<file path="config.mk">
export PLATFORM = sky130hd
export DESIGN_NAME = lpf_coeff_loader
export DESIGN_NICKNAME = d
export VERILOG_FILES = /design/src/rtl/lpf_pkg.sv /design/src/rtl/lpf_coeff_loader.sv
export SDC_FILE = /design/constraint.sdc
export NUM_CORES = 1
export LEC_CHECK = 0
export ABC_AREA = 1
export ABC_CLOCK_PERIOD_IN_PS = 1700
export CORE_AREA = 2 2 218 220
export DETAILED_ROUTE_END_ITERATION = 6
export DIE_AREA = 0 0 220 222
export GPL_TIMING_DRIVEN = 0
export HOLD_SLACK_MARGIN = 0.02
export PLACE_DENSITY_LB_ADDON = 0.12
export SLEW_MARGIN = 20
export SYNTH_ARGS = -nofsm -noshare
export SYNTH_HDL_FRONTEND = slang
export SYNTH_SLANG_ARGS = --single-unit
</file>
<file path="constraint.sdc">
create_clock -name clk -period 1.7 [get_ports clk]
set_clock_uncertainty 0.05 [all_clocks]
set_input_delay 0.425 -clock clk [delete_from_list [all_inputs] [get_ports clk]]
set_output_delay 0.425 -clock clk [all_outputs]
set_load 0.02 [all_outputs]
</file>
<file path="src/rtl/lpf_pkg.sv">
// Shared types and defaults for the lpf filter and its coefficient loader.
// Both sides take the coefficient width from here so they always agree.
package lpf_pkg;

  localparam int COEFFICIENT_LEN = 16;

  typedef enum logic [1:0] {
    IDLE,
    LOAD,
    DRAIN,
    COMMIT
  } coeff_ld_state_t;

endpackage

</file>
<file path="src/rtl/lpf_coeff_loader.sv">
// Serial coefficient loader: fills a shadow bank beat by beat and commits
// it atomically to coeff_o only when the frame has exactly TAP_NUM beats.
module lpf_coeff_loader #(
  parameter int TAP_NUM         = 16,
  parameter int COEFFICIENT_LEN = lpf_pkg::COEFFICIENT_LEN
) (
  input  logic                                    clk,
  input  logic                                    rst_n,
  input  logic                                    s_valid,
  output logic                                    s_ready,
  input  logic [COEFFICIENT_LEN-1:0]              s_data,
  input  logic                                    s_last,
  output logic [TAP_NUM-1:0][COEFFICIENT_LEN-1:0] coeff_o,
  output logic                                    coeff_update_o,
  output logic                                    busy_o,
  output logic                                    err_o
);

  import lpf_pkg::*;

  localparam int IDX_W = $clog2(TAP_NUM);
  localparam logic [IDX_W-1:0] LAST_IDX = IDX_W'(TAP_NUM - 1);

  coeff_ld_state_t state_q;
  logic [IDX_W-1:0] idx_q;
  logic [TAP_NUM-1:0][COEFFICIENT_LEN-1:0] shadow_q;
  logic [TAP_NUM-1:0][COEFFICIENT_LEN-1:0] coeff_q;
  logic rdy_q;
  logic upd_q;
  logic err_q;
  logic take;

  assign take           = s_valid && rdy_q;
  assign s_ready        = rdy_q;
  assign coeff_o        = coeff_q;
  assign coeff_update_o = upd_q;
  assign err_o          = err_q;
  assign busy_o         = (state_q != IDLE);

  // Frame FSM: shadow fill, size checks, atomic commit, registered flags.
  always_ff @(posedge clk) begin
    if (!rst_n) begin
      state_q  <= IDLE;
      idx_q    <= '0;
      shadow_q <= '0;
      coeff_q  <= '0;
      rdy_q    <= 1'b0;
      upd_q    <= 1'b0;
      err_q    <= 1'b0;
    end else begin
      upd_q <= 1'b0;
      err_q <= 1'b0;
      unique case (state_q)
        IDLE: begin
          rdy_q <= 1'b1;
          idx_q <= '0;
          if (take) begin
            if (s_last) begin
              err_q <= 1'b1;
            end else begin
              shadow_q[0] <= s_data;
              idx_q       <= IDX_W'(1);
              state_q     <= LOAD;
            end
          end
        end
        LOAD: begin
          if (take) begin
            shadow_q[idx_q] <= s_data;
            if (idx_q == LAST_IDX) begin
              if (s_last) begin
                state_q <= COMMIT;
                rdy_q   <= 1'b0;
              end else begin
                err_q   <= 1'b1;
                state_q <= DRAIN;
              end
            end else if (s_last) begin
              err_q   <= 1'b1;
              idx_q   <= '0;
              state_q <= IDLE;
            end else begin
              idx_q <= idx_q + 1'b1;
            end
          end
        end
        DRAIN: begin
          if (take && s_last) begin
            idx_q   <= '0;
            state_q <= IDLE;
          end
        end
        COMMIT: begin
          coeff_q <= shadow_q;
          upd_q   <= 1'b1;
          rdy_q   <= 1'b1;
          idx_q   <= '0;
          state_q <= IDLE;
        end
        default: begin
          state_q <= IDLE;
        end
      endcase
    end
  end

endmodule

</file>
Word level (Yosys, flattened, before mapping) --
Cells that the tools add are included. Widths: inputs -> output; s select.
Storage, ports and cells: word-level logic and storage cells 98, register bits after elaboration 521
Cells by class: reduce and logical (&&, ||, !) cells 13, multiplexer cells 33, equal/unequal tests 12, order comparisons 2, $add $sub $neg 1
Operator list (count):
- $bwmux 256 | 1
- $demux 16 s4 | 1
- $mux 16 | 4
- $pmux 16 s2 | 1
- $mux 4 | 4
- $pmux 4 s4 | 1
- $ne 2x2->1 const B | 7
- $mux 1 | 12
- $mux 2 | 6
- $pmux 2 s4 | 1
- $reduce_and 4->1 | 2
- $reduce_bool 2->1 | 3
- $lt 4x5->1 const B | 1
- $reduce_and 5->1 | 1
- $add 4x1->4 const B | 1
- $eq 2x2->1 const B | 2
- $eq 4x4->1 const B | 1
- $ge 4x1->1 const B | 1
- $pmux 1 s2 | 2
- $logic_and 1x1->1 | 3
- $ne 3x3->1 const B | 1
- $reduce_and 3->1 | 1
- $eq 2x1->1 const B | 1
- $logic_not 2->1 | 1
- other kinds (2) | 2

Logic depth before layout (Yosys ltp) --
Gate-level depths: netlist of the first run.
depth after elaboration 7, mapped depth 11

Least setup slack after synthesis of the first run --
Ideal clock, no wire load.
path type flip-flop to flip-flop, start register state_q[1], end register shadow_q[165] (netlist bit), data arrival time 1.498 ns, setup time 0.116 ns, path slack 0.036 ns, cell stages (with the launch flop) 12, cells stage by stage dfxtp_1 -> inv_1 -> ha_1 -> inv_2 -> nor2_2 -> buf_6 -> nand2_4 -> nor2_4 -> inv_2 -> buf_2 -> nor2_1 -> nor2_1
On the way: longest elaborated chain between the ends 2
RTL lines:
- from (decl) | line lpf_coeff_loader.sv:24 | coeff_ld_state_t state_q;
- from (signal assigned) | line lpf_coeff_loader.sv:43 | state_q <= IDLE;
- from (signal assigned) | line lpf_coeff_loader.sv:63 | state_q <= LOAD;
- from (signal assigned) | line lpf_coeff_loader.sv:72 | state_q <= COMMIT;
- $eq 2x1->1 | line lpf_coeff_loader.sv:53 | unique case (state_q)
- $reduce_and 2->1 (no source line)
- to (signal, indexed assignment) | line lpf_coeff_loader.sv:69 | shadow_q[idx_q] <= s_data;
- to (decl) | line lpf_coeff_loader.sv:26 | logic [TAP_NUM-1:0][COEFFICIENT_LEN-1:0] shadow_q;
Every way passes these cells. A chain may end at the register's enable or synchronous reset.

Final worst setup path of the first run --
start register state_q[0], end output busy_o
On the way: longest elaborated chain between the ends 1
RTL lines:
- $reduce_bool 2->1 | line lpf_coeff_loader.sv:38 | assign busy_o = (state_q != IDLE);
- to (decl) | line lpf_coeff_loader.sv:15 | output logic busy_o,
Every way passes these cells.

==> metrics.md, run 1 <==
| Metric | Value |
|---|---|
| IO Count | `280` |
| Tot Pwr | `30700 uW` |
| # clock sinks | `521` |
| Worst skew pair latency | `0.62 ns` |
| Critical Path RT | `1.22 ns` |
| RR Startpoint | `state_q[1]$_SDFFE_PN0P_` |
| Final period util | `110%` |
| CTS Buf Count | `52` |
| Fin. Hold Viols | `0` |
| Post-synth net total | `2337` |
| CP Capture Type | `output pin` |
| Max-slew headroom | `51.4%` |
| Worst hold endpoint | `coeff_o[60]$_SDFFE_PN0P_` |
| Drt drc | `0` |
| Commonest non-fill, non-tap cells in the layout | `nor2_1 (617), dfxtp_1 (512), o21ai_0 (367), buf_2 (218), a21oi_1 (208)` |
| Static leakage | `0.0108 uW` |
| Placed insts | `3191` |
| Die width | `220 um` |
| R2R Path End | `coeff_o[49]$_SDFFE_PN0P_` |
| Cts hold-fix bufs | `0` |
| DP Wirelength | `42300 um` |
| Crit Path Category | `flop to output pin` |
| Starting DRT DRC Count | `1123` |
| Die span in y | `222 um` |
| Design Area, Final | `24200 um2` |
| Hold path cells | `2` |
| Drt via density | `5.04` |
| Hold Crit Start | `shadow_q[60]$_SDFFE_PN0P_` |
| Routed Wire Length | `63500 um` |
| Total gr overflow | `0` |
| Ys Warns | `0` |
| Initial core utilization | `39.7%` |
| Max IR drop VDD | `0.771 mV` |
| Synth area leader | `dfxtp_1` |
| Final Max Slew Viols | `0` |
| Final antenna-violating net count | `0` |
| Int Pwr | `21800 uW` |
| CTS tree | `done` |
| H-tree Lvls | `2` |
| Vias | `16.8k` |
| Worst Setup Start Kind | `flop` |
| Cells on worst reg2reg path | `8` |
| Logic pwr share | `17.9%` |
| Sw power | `8930 uW` |
| # port buffers | `278` |
| Rows | `79` |
| PwrDens | `1270 nW/um2` |
| Post-Synthesis Cells | `2306` |
| P&R area growth vs syn | `31.7%` |
| Commonest non-fill, non-tap cell in the layout | `nor2_1` |
| CTS root buffer | `clkbuf_16` |
| Slew @ Worst Pin | `0.729 ns` |
| TritonRoute pass-1 iters | `6` |
| RSZ-0062 raised after global routing | `yes` |
| Vias in the first global route | `16.1k` |
| Min Hold Slack | `0.398 ns` |
| Hold Crit Class | `flop to flop` |
| Max Clock Freq | `536 MHz` |
| Mapped Area | `18400 um2` |
| Final GP Congestion | `0.863` |
| Yosys top cell area share | `56.8%` |
| Failing checks | `setup timing` |
| Clock Tree Buf Depth | `3` |
| # setup viols final | `168` |
| Die area | `48800 um2` |
| Global-route wire length before repair | `93600 um` |
| GRT Total Usage | `25.1%` |
| Final non-filler cell total | `3330` |
| NumNets Final | `2717` |
| Setup_tns | `-4.44 ns` |
| Crit path max fanout | `4` |
| Core area | `46300 um2` |
| Placed Area | `21900 um2` |
| Initial antenna violation count | `3` |
| Status | `finished, violations left` |
| Seq cells post-synth | `521` |
| Share of layout cells above drive strength 1 | `23.5%` |
| Register area share after synthesis | `56.8%` |
| Mean Syn Cell Area | `7.96 um2` |
| Routed len/inst | `19.1 um` |
| R2R Setup Slk | `-0.09 ns` |
| Clock share of power | `38.2%` |
| Register share of total power | `43.9%` |
| Fillers | `4562` |
| Pin count of the biggest net entering global routing | `20` |
| Post-route minimum period | `1.87 ns` |
| Top area cells in the synthesized netlist | `dfxtp_1 (57%), nor2_1 (13%), o21ai_0 (13%)` |
| Net Sw Frac | `29.1%` |
| Clock-pin slew on the worst setup and hold paths | `0.07 ns` |
| Worst Path Arrival | `1.39 ns` |
| Yosys cell types | `25` |
| Max Cap Viol | `0` |
| Final setup margin | `-0.166 ns` |
==> synth_stat cells <==
cell type,instances
nand2_4,1
nor4_1,1
o21ai_2,1
buf_6,5
nand4_2,2
inv_1,111
nor2_4,4
o21ai_0,469
o21ai_1,11
nand2_1,56
nor2_1,659
nand3_1,48
dfxtp_1,521
ha_1,11
nor2_2,4
buf_4,11
nand4_1,3
buf_2,20
a21oi_1,208
inv_2,13
clkbuf_1,137
buf_1,5
nand3_2,2
nand2_2,2
o21bai_1,1
==> what timing repair did <==
item                       in CTS  in global routing
setup endpoints to repair     780                548
cloned                          6                  3
buffers inserted               26                 17
pin swaps                      48                 47
gates resized for setup      1209                340
==> layout make-up <==
class / instances / area [um2] / share of cell area, %
inverter: 124 / 503 / 2.08
multi-input combinational: 1483 / 7210 / 29.9
tap: 607 / 759 / 3.14
clock inverter: 15 / 244 / 1.01
clock buffer: 75 / 1470 / 6.07
buffer: 174 / 1200 / 4.96
antenna: 1 / 2.50 / 0.0104
timing repair buffer: 330 / 2330 / 9.64
sequential: 521 / 10400 / 43.2
==> worst max-delay path by stage <==
stage / slack, ns / end / startpoint
final: -0.17 / busy_o / state_q[0]$_SDFFE_PN0P_
after global routing: -0.21 / busy_o / state_q[0]$_SDFFE_PN0P_
after CTS: -0.19 / busy_o / state_q[0]$_SDFFE_PN0P_
after detailed placement: -1.01 / shadow_q[231]$_SDFFE_PN0P_ / s_data[7]
after global placement: -1.02 / shadow_q[231]$_SDFFE_PN0P_ / s_data[7]
after floorplan: 0.04 / shadow_q[165]$_SDFFE_PN0P_ / state_q[1]$_SDFFE_PN0P_
==> registers in the layout, summed over array words and instances (netlist names) <==
| name | cells |
|---|---|
| idx_q | 4 |
| err_o | 1 |
| shadow_q | 256 |
| coeff_update_o | 1 |
| s_ready | 1 |
| state_q | 2 |
| coeff_o | 256 |
==> power by group through the flow <==
stage | Combinational, uW | Clock [uW] | Sequential, uW
2_1_floorplan | 2280 | 0 | 14200
3_3_place_gp | 5120 | 0 | 13700
3_5_place_dp | 5160 | 0 | 13700
4_1_cts | 5270 | 11900 | 13400
5_1_grt | 5990 | 12400 | 13500
6_report | 5510 | 11700 | 13500
==> per-stage QoR <==
stage / worst slack, ns / util, %
detailed placement: -1.01 / 47.3
finish: -0.166 / 52.2
CTS: -0.192 / 51.6
global placement: -1.02 / 47.3
global route: -0.213 / 52.2
floorplan: 0.0363 / -
==> worst max-delay path: stages, from the launching register on <==
cell and delay [ns]:
dfxtp_4 0.39, inv_4 0.05, ha_4 0.17, inv_2 0.05, buf_6 0.12
==> per-layer routing <==
metal	up-vias	routed length, um	GRT usage [%]
met2	488	28700	39.8
met1	7917	28800	33.8
met4	4	1960	8.31
met3	111	3980	5.57
met5	-	31	0
li1	8254	-	-
==> kinds of logic after synthesis <==
kind of cell / after synthesis / synth area share, %
and+or+nand+nor: 782 / 16.8
AOI/OAI and AO/OA: 690 / 18.9
DFF: 521 / 56.8
buffers and inverters: 302 / 6.74
adders and majority gates: 11 / 0.750
(Power assumes the default switching activity.)
==> run 2: changes to the inputs <==
--- a/config.mk
+++ b/config.mk
@@ -10,7 +10,6 @@
 export CORE_AREA = 2 2 218 220
 export DETAILED_ROUTE_END_ITERATION = 6
 export DIE_AREA = 0 0 220 222
-export GPL_TIMING_DRIVEN = 0
 export HOLD_SLACK_MARGIN = 0.02
 export PLACE_DENSITY_LB_ADDON = 0.12
 export SLEW_MARGIN = 20
==> metrics.md, run 2 (same netlist as run 1, synthesis figures left out) <==
| Metric | Value |
|---|---|
| Slew @ Worst Pin | `0.453 ns (-0.276 ns)` |
| Final GP Congestion | `0.835 (-3.3%)` |
| Crit. Startpoint | `state_q[1]$_SDFFE_PN0P_` |
| Worst skew pair latency | `0.59 ns (-0.03 ns)` |
| NumNets Final | `2581 (-5.0%)` |
| Cts hold-fix bufs | `0 (unchanged)` |
| Worst Setup Start Kind | `flop` |
| Hold Crit Class | `primary input to flop` |
| CTS root buffer | `clkbuf_16` |
| Final period util | `110% (+0.42 points)` |
| Design Area, Final | `23800 um2 (-1.4%)` |
| Tot Pwr | `30200 uW (-1.5%)` |
| Global-route wire length before repair | `86800 um (-7.3%)` |
| Int Pwr | `21700 uW (-0.51%)` |
| DP Wirelength | `34500 um (-18%)` |
| TritonRoute pass-1 iters | `5 (-1)` |
| Drt drc | `0 (unchanged)` |
| Static leakage | `0.0104 uW (-4.4%)` |
| R2R Setup Slk | `-0.08 ns (about the same)` |
| Clock Tree Buf Depth | `3 (unchanged)` |
| CTS tree | `done` |
| Initial core utilization | `39.7% (unchanged)` |
| # clock sinks | `521 (unchanged)` |
| Net Sw Frac | `28.4% (-0.73 points)` |
| Logic pwr share | `17.6% (-0.3 points)` |
| Placed Area | `22200 um2 (+1.5%)` |
| Final Max Slew Viols | `0 (unchanged)` |
| Fillers | `4426 (-3.0%)` |
| Commonest non-fill, non-tap cells in the layout | `nor2_1 (656), dfxtp_1 (516), o21ai_0 (441), a21oi_1 (208), buf_2 (129)` |
| Sw power | `8570 uW (-4.0%)` |
| Die area | `48800 um2 (unchanged)` |
| Drt via density | `5.01 (-0.60%)` |
| R2R Path End | `shadow_q[57]$_SDFFE_PN0P_` |
| Max Cap Viol | `0 (unchanged)` |
| PwrDens | `1270 nW/um2 (-0.16%)` |
| Fin. Hold Viols | `0 (unchanged)` |
| # port buffers | `279 (+0.36%)` |
| Die width | `220 um (unchanged)` |
| Initial antenna violation count | `0 (-3)` |
| Core area | `46300 um2 (unchanged)` |
| RSZ-0062 raised after global routing | `yes` |
| Max Clock Freq | `534 MHz (-0.39%)` |
| Final antenna-violating net count | `0 (unchanged)` |
| CTS Buf Count | `53 (+1.9%)` |
| Crit path max fanout | `2 (-2)` |
| Worst Setup EP | `busy_o` |
| Failing checks | `setup timing` |
| # setup viols final | `62 (-63%)` |
| Worst Path Arrival | `1.40 ns (about the same)` |
| Routed len/inst | `17.7 um (-6.9%)` |
| Clock-pin slew on the worst setup and hold paths | `0.06 ns (about the same)` |
| P&R area growth vs syn | `29.9%` |
| Max-slew headroom | `69.8% (+18 points)` |
| Commonest non-fill, non-tap cell in the layout | `nor2_1` |
| Rows | `79 (unchanged)` |
| Vias in the first global route | `15.0k (-7.4%)` |
| Post-route minimum period | `1.87 ns (+0.00722 ns)` |
| H-tree Lvls | `2 (unchanged)` |
| Register share of total power | `44.5% (+0.6 points)` |
| Cells on worst reg2reg path | `8 (unchanged)` |
| Share of layout cells above drive strength 1 | `18.5% (-5.0 points)` |
| GRT Total Usage | `22.7% (-2.4 points)` |
| Pin count of the biggest net entering global routing | `116 (+480%)` |
| Final setup margin | `-0.173 ns (-0.00722 ns)` |
| Crit Path Category | `flop to output pin` |
| Area of the multi-input gates | `6850 um2 (-5.1%)` |
| Die span in y | `222 um (unchanged)` |
| Status | `finished, violations left` |
| Total gr overflow | `0 (unchanged)` |
| CP Capture Type | `output pin` |
| Vias | `16.0k (-4.6%)` |
| Routed Wire Length | `56700 um (-11%)` |
| Worst slack, placed | `-0.486 ns (+0.528 ns)` |
| Critical Path RT | `1.22 ns (about the same)` |
| Clock share of power | `38.0% (-0.2 points)` |
| FF/Latch Area | `10400 um2 (about the same)` |
| Starting DRT DRC Count | `1267 (+13%)` |
| IO Count | `280 (unchanged)` |
| RR Startpoint | `state_q[0]$_SDFFE_PN0P_` |
| Max IR drop VDD | `0.827 mV (+7.3%)` |
## run 2: routing by layer
| metal | global-route usage (%) | up-vias | wire length [um] |
|---|---|---|---|
| li1 | - | 8006 | - |
| met1 | 31.8 | 7486 | 26600 |
| met2 | 35.6 | 420 | 25700 |
| met3 | 4.35 | 90 | 3070 |
| met4 | 6.45 | 0 | 1360 |
| met5 | 0 | - | 0 |
## run 2: timing repair
action                     in CTS  in global routing
buffers inserted                5                  1
setup endpoints to repair     363                349
gates resized for setup       953                 56
gates cloned                    3                  4
pin swaps                       0                  2
## run 2: cell type report
cell class              count  area share (%)
diodes                      3          0.0315
well taps                 607            3.19
clock inverters            10           0.546
flip-flops and latches    521            43.8
clock buffers              81            6.59
inverters                 124            2.13
repair buffers            364            15.0
multi-input cells        1485            28.7
repair inverters            1          0.0367
## run 2: power by group through the flow
stage	Sequential [uW]	Clock, uW	Combinational (uW)
3_5_place_dp	13700	0	5370
2_1_floorplan	14200	0	2280
4_1_cts	13400	11700	5180
6_report	13400	11500	5310
5_1_grt	13500	12200	5820
3_3_place_gp	13700	0	5310
## run 2: worst min-delay path by stage
stage	cells after the start	from	slack, ns	end
floorplan	2	shadow_q[112]$_SDFFE_PN0P_	0.38	shadow_q[112]$_SDFFE_PN0P_
global placement	2	shadow_q[177]$_SDFFE_PN0P_	0.39	shadow_q[177]$_SDFFE_PN0P_
detailed placement	2	shadow_q[57]$_SDFFE_PN0P_	0.39	shadow_q[57]$_SDFFE_PN0P_
CTS	3	rst_n	0.09	coeff_o[2]$_SDFFE_PN0P_
global route	3	rst_n	0.1	coeff_o[0]$_SDFFE_PN0P_
finish	3	rst_n	0.11	coeff_o[0]$_SDFFE_PN0P_
## run 2: metrics by stage
stage / setup TNS, ns / util [%] / instances / hold WS [ns]
floorplan: 0 / - / 2306 / 0.380
global placement: -80.59 / 48.0 / 3089 / 0.387
detailed placement: -94.19 / 48.0 / 3089 / 0.392
CTS: -1.36 / 51.2 / 3188 / 0.0865
global route: -25.31 / 51.5 / 3193 / 0.0994
finish: -1.78 / 51.5 / 3196 / 0.113
## run 2: worst max-delay path: stages, from the launching register on
cell and delay, ns:
dfxtp_2 0.33, inv_2 0.04, buf_6 0.11, ha_4 0.16, inv_4 0.05, buf_12 0.10
